[config.mk]
export PLATFORM = sky130hd
export DESIGN_NAME = shift_normalizer
export DESIGN_NICKNAME = d
export VERILOG_FILES = /design/src/rtl/shift_normalizer.sv
export SDC_FILE = /design/constraint.sdc
export NUM_CORES = 1
export LEC_CHECK = 0
export CAP_MARGIN = 10
export CORE_ASPECT_RATIO = 1.5
export CORE_MARGIN = 2
export CORE_UTILIZATION = 51
export DETAILED_ROUTE_END_ITERATION = 12
export PLACE_DENSITY = 0.8
export SYNTH_ARGS = -nofsm -noshare
export SYNTH_HDL_FRONTEND = slang
export SYNTH_SLANG_ARGS = --single-unit
export TNS_END_PERCENT = 50
[constraint.sdc]
create_clock -name clk -period 2.65 [get_ports clk]
set_input_delay 0.53 -clock clk [delete_from_list [all_inputs] [get_ports clk]]
set_output_delay 0.53 -clock clk [all_outputs]
set_load 0.05 [all_outputs]
[src/rtl/shift_normalizer.sv]
// Iterative normalizer: shifts a 32-bit operand one bit per cycle until its MSB (dir=1)
// or LSB (dir=0) is set, then reports the normalized value and the shift count.
module shift_normalizer #(
    parameter int WIDTH = 32,
    parameter int CNT_W = 5
) (
    input  logic             clk,
    input  logic             rst_n,
    input  logic             start,
    input  logic             dir,
    input  logic [WIDTH-1:0] a,
    output logic             busy,
    output logic             done,
    output logic [WIDTH-1:0] out,
    output logic [CNT_W-1:0] count,
    output logic             zero
);

    typedef enum logic [1:0] {
        IDLE  = 2'd0,
        SHIFT = 2'd1,
        DONE  = 2'd2
    } state_t;

    state_t           state;
    logic [WIDTH-1:0] work;
    logic             dir_q;
    logic             target_set;

    assign target_set = dir_q ? work[WIDTH-1] : work[0];

    // NOTE: all state here is sequential, so every assignment is non-blocking to avoid
    // ordering races between registers updated on the same edge.
    always_ff @(posedge clk or negedge rst_n) begin
        if (!rst_n) begin
            state <= IDLE;
            work  <= '0;
            dir_q <= 1'b0;
            busy  <= 1'b0;
            done  <= 1'b0;
            out   <= '0;
            count <= '0;
            zero  <= 1'b0;
        end else begin
            case (state)
                IDLE: begin
                    if (start) begin
                        work  <= a;
                        dir_q <= dir;
                        count <= '0;
                        zero  <= 1'b0;
                        busy  <= 1'b1;
                        state <= SHIFT;
                    end
                end
                SHIFT: begin
                    // Result is published on entry to DONE so it is valid alongside the pulse.
                    if (work == '0) begin
                        zero  <= 1'b1;
                        count <= '0;
                        out   <= work;
                        done  <= 1'b1;
                        state <= DONE;
                    end else if (target_set) begin
                        out   <= work;
                        done  <= 1'b1;
                        state <= DONE;
                    end else begin
                        work  <= dir_q ? (work << 1) : (work >> 1);
                        count <= count + CNT_W'(1);
                    end
                end
                DONE: begin
                    done  <= 1'b0;
                    busy  <= 1'b0;
                    state <= IDLE;
                end
                default: begin
                    done  <= 1'b0;
                    busy  <= 1'b0;
                    state <= IDLE;
                end
            endcase
        end
    end

endmodule

* Yosys cells after proc, flatten, opt, wreduce, memory -nomap -nowiden
Index checks and enable logic that the tools add are counted.
Word-level totals: output and inout bits 40, register bits 75, logic and storage cells 54, input bits 36
Operators by class: eq/ne operators 7, bitwise logic cells 2, mux-type cells 24, $add $sub $neg 1, reductions and logical operators 12
Operator list (number):
- $mux 32 | 6
- $pmux 32 s2 | 1
- $logic_not 32->1 | 1
- $mux 5 | 3
- $pmux 5 s2 | 1
- $reduce_and 2->1 | 5
- $ne 2x2->1 const B | 4
- $mux 1 | 6
- $mux 2 | 3
- $ne 3x3->1 const B | 2
- $pmux 1 s2 | 3
- $reduce_and 3->1 | 2
- $add 5x1->5 const B | 1
- $pmux 2 s2 | 1
- $reduce_and 4->1 | 1
- $reduce_bool 2->1 | 2
- $eq 2x1->1 const B | 1
- $logic_not 2->1 | 1
- $not 1->1 | 2

* Depth between registers and ports, before layout
depth after elaboration 4, gate-level depth with buffers 6, depth with buffers taken out 5

* Worst setup path after synthesis
No wires, ideal clock.
path kind register to register, start point reg work[3], end point reg out[0], period minus slack after synthesis 1.894 ns, stages on the path, launching flop included 7, data required time 2.525 ns, library setup time 0.125 ns, arrival 1.769 ns, slack 0.756 ns, buffers on the path 1, path through dfrtp_1 -> nor4_1 -> nand2_1 -> nor4_4 -> o21ai_2 -> buf_6 -> mux2_2
On the way: longest elaborated chain between the ends 3, elaborated cells between the ends (all ways) 4, those cells by class 1 x mux; 3 x reduce/logical
Ends and longest elaborated chain:
- start, declared | line 26 | logic [WIDTH-1:0] work;
- start signal, assigned | line 69 | work <= dir_q ? (work << 1) : (work >> 1);
- $logic_not 32->1 * | line 58 | if (work == '0) begin
- $reduce_bool 2->1 (no line)
- $reduce_and 2->1 (no line)
- end signal, assigned | line 61 | out <= work;
- end signal, assigned | line 65 | out <= work;
- end, declared | line 14 | output logic [WIDTH-1:0] out,
Mark *: on every way between the ends. The rest lies on a longest branch, timed or not. A chain may end at the register's enable or synchronous reset.

* Final worst setup path
start point reg work[3], end point reg out[15]
The elaborated chain is that of the path after synthesis.

==> impl_metrics.toml <==
[outcome]
outcome = "completed"

[critical_path]
worst_path_max_delay_cell = "dfrtp_1"
start_kind = "register"
slowest_delay_ns = 0.44
crit_arrival_ns = 2.39
endpoint_kind = "register"
crit_chain = "nor4_1 -> nand2_1 -> nor4_4 -> o21ai_2 -> buf_4 -> mux2_2"
worst_ep_required_time_ns = 2.88
critical_path_class = "register to register"
critPathMaxFanout = 13

[sta]
rsz0062_at_grt = "no"
slew_headroom_pct = 58.8
slew_violations = 0
fin_skew_ns = 0.00668
hold_violations = 0
max_freq_mhz = 464
finalSetupTns_ns = 0
tightestPinTransition_ns = 0.617
min_period_ns = 2.15
fin_crit_sh_pct = 81.3
setup_viol = 0

[logic_synthesis]
synth_top_area_share_pct = 52.6
async_flop_share_pct = 100
synth.cell_area_um2 = 3570
synth_area_per_cell_um2 = 10.7
ys_warn_count = 0
synth_fp_nets = 371
synth_cells = 334
synth_common_cells = "dfrtp_1, nand2_1, mux2_2"
yosysSeqAreaShare_pct = 52.6
synth_area_leaders = "dfrtp_1, mux2_2, mux2i_1"
synth-edff-count = 0
post-synth-top-area-cell = "dfrtp_1"
synth_most_common_cell = "dfrtp_1"
synth_seq_cells = 75
synthFlopType = "dfrtp_1"
netlist-cell-type-count = 25

[placed_design]
gp_congestion = 0.782
hpwl_um = 5880
io_buffers = 75
dpl_cell_area_um2 = 4410

[final_layout]
drive_above_1_share_pct = 17.2
fin_area_um2 = 4630
num_antenna_cells = 0
layout.nets = 445
fill_cells = 521
syn2layout_area_growth_pct = 29.8

[clock_tree]
htreeDepth = 3
clkTransAtPathRegs_ns = 0.08
cts.repair.resized = 0
clock_path_buffers = 2
cts_root_buffer = "clkbuf_8"
cts_setup_buffers = 0
cts_tree = "done"
numClockSinks = 75
clk_latency_ns = 0.34
cts_buffers = 9
cts_hold_buffers = 0

[power_and_ir_drop]
leakagePower_nw = 2.06
power.density_nw_per_um2 = 1510
peakVddDrop_v = 0.000730

[global_route]
grt_max_degree = 46
grt_usage_pct = 23.7
grt_pass1_wl_um = 14000
grt_pass1_vias = 2866
overflow = 0
antenna_found_initial = 0

[floorplan]
rows = 37
die_area_um2 = 7700
start_util_pct = 52.4
die_h_um = 106
ioPinCount = 76
core-area_um2 = 6810
die_x_um = 72.3

[drt]
drc = 0
drt_iter0_markers = 241
ant_nets = 0
vias_per_cell = 5.84
vias = 2866
drt_pass1_iterations = 5
routed_wl_um = 8520
wl_per_cell_um = 17.3

[job]
cap_violations = 0

[hold_path]
hold_class = "input port to async pin"
==> flip-flops by register name, indices dropped and copies added (netlist names) <==
name   cells
state      2
work      32
out       32
busy       1
done       1
zero       1
dir_q      1
count      5
==> power by group <==
part           total (mW)  switching [mW]  internal (mW)
sequential           2.17           0.494           1.68
combinational        3.85            2.31           1.54
clock               0.989           0.409          0.581
==> layer usage <==
layer | track usage [%] | part of all wire [%]
met1 | 29.6 | 39
met2 | 39.0 | 52
met3 | 4.74 | 5.5
met4 | 11.1 | 3.5
met5 | 0 | 0
==> critical path, delay by kind of cell, from the launching register on <==
family | cells | cell delay, ns
buffers and inverters | 1 | 0.27
DFF | 1 | 0.44
AOI/OAI and AO/OA | 1 | 0.24
muxes | 1 | 0.28
and+or+nand+nor | 3 | 0.82
==> kinds of logic (layout without fill, tap and decap cells) <==
logic type	count (synthesis)	in the layout	synth area share [%]
compound gates	73	73	11.9
xor+xnor	2	2	0.491
fa+ha+maj	1	1	0.351
buf+inv	26	105	3.51
flops	75	75	52.6
mux	67	67	20.1
simple gates	90	90	11.1
==> per-stage QoR <==
step                      setup slack (ns)  util, %  cells  hold slack [ns]  power [mW]
after CTS                            0.463     68.1    491            0.120        7.03
after floorplan                      0.756        -    334            0.234        4.92
after global routing                 0.351     68.1    491            0.128        7.43
after global placement               0.533     64.7    475            0.466        5.93
after detailed placement             0.490     64.7    475            0.482        6.03
final                                0.495     68.1    491            0.111        7.01
==> final cells by class <==
class                   count  area [um^2]  share of cell area (%)
repair buffers             86          843                    18.2
well taps                  78         97.6                    2.11
clock buffers              12          155                    3.35
flip-flops and latches     75         1880                    40.5
clock inverters             4         72.6                    1.57
inverters                   3         11.3                   0.243
multi-input cells         233         1580                    34.0
==> cell usage in the layout, fill, tap and decap left out, drive strengths merged <==
master	count
o22ai	30
mux2	37
nor2	33
dfrtp	75
nand2	39
nor4b	1
mux2i	30
or2	1
xnor2	2
nand2b	2
clkinv	1
clkbuf	12
a22o	3
o21ai	7
ha	1
clkdlybuf4s50	74
a21oi	32
a221o	1
nand3	3
clkinvlp	1
nor2b	2
nor4	9
buf	12
inv	3
bufinv	2
==> final timing paths <==
kind                             to  cells past startpoint     start  slack, ns
max in group asynchronous  state[0]                      2     rst_n       1.97
min in group clk               done                      1  state[1]       0.49
max reg2reg                 out[15]                      6   work[3]       0.50
min                          out[7]                      1     rst_n       0.11
max                         out[15]                      6   work[3]       0.50
min reg2reg                    done                      1  state[1]       0.49
Power figures use the tool's default switching activity.
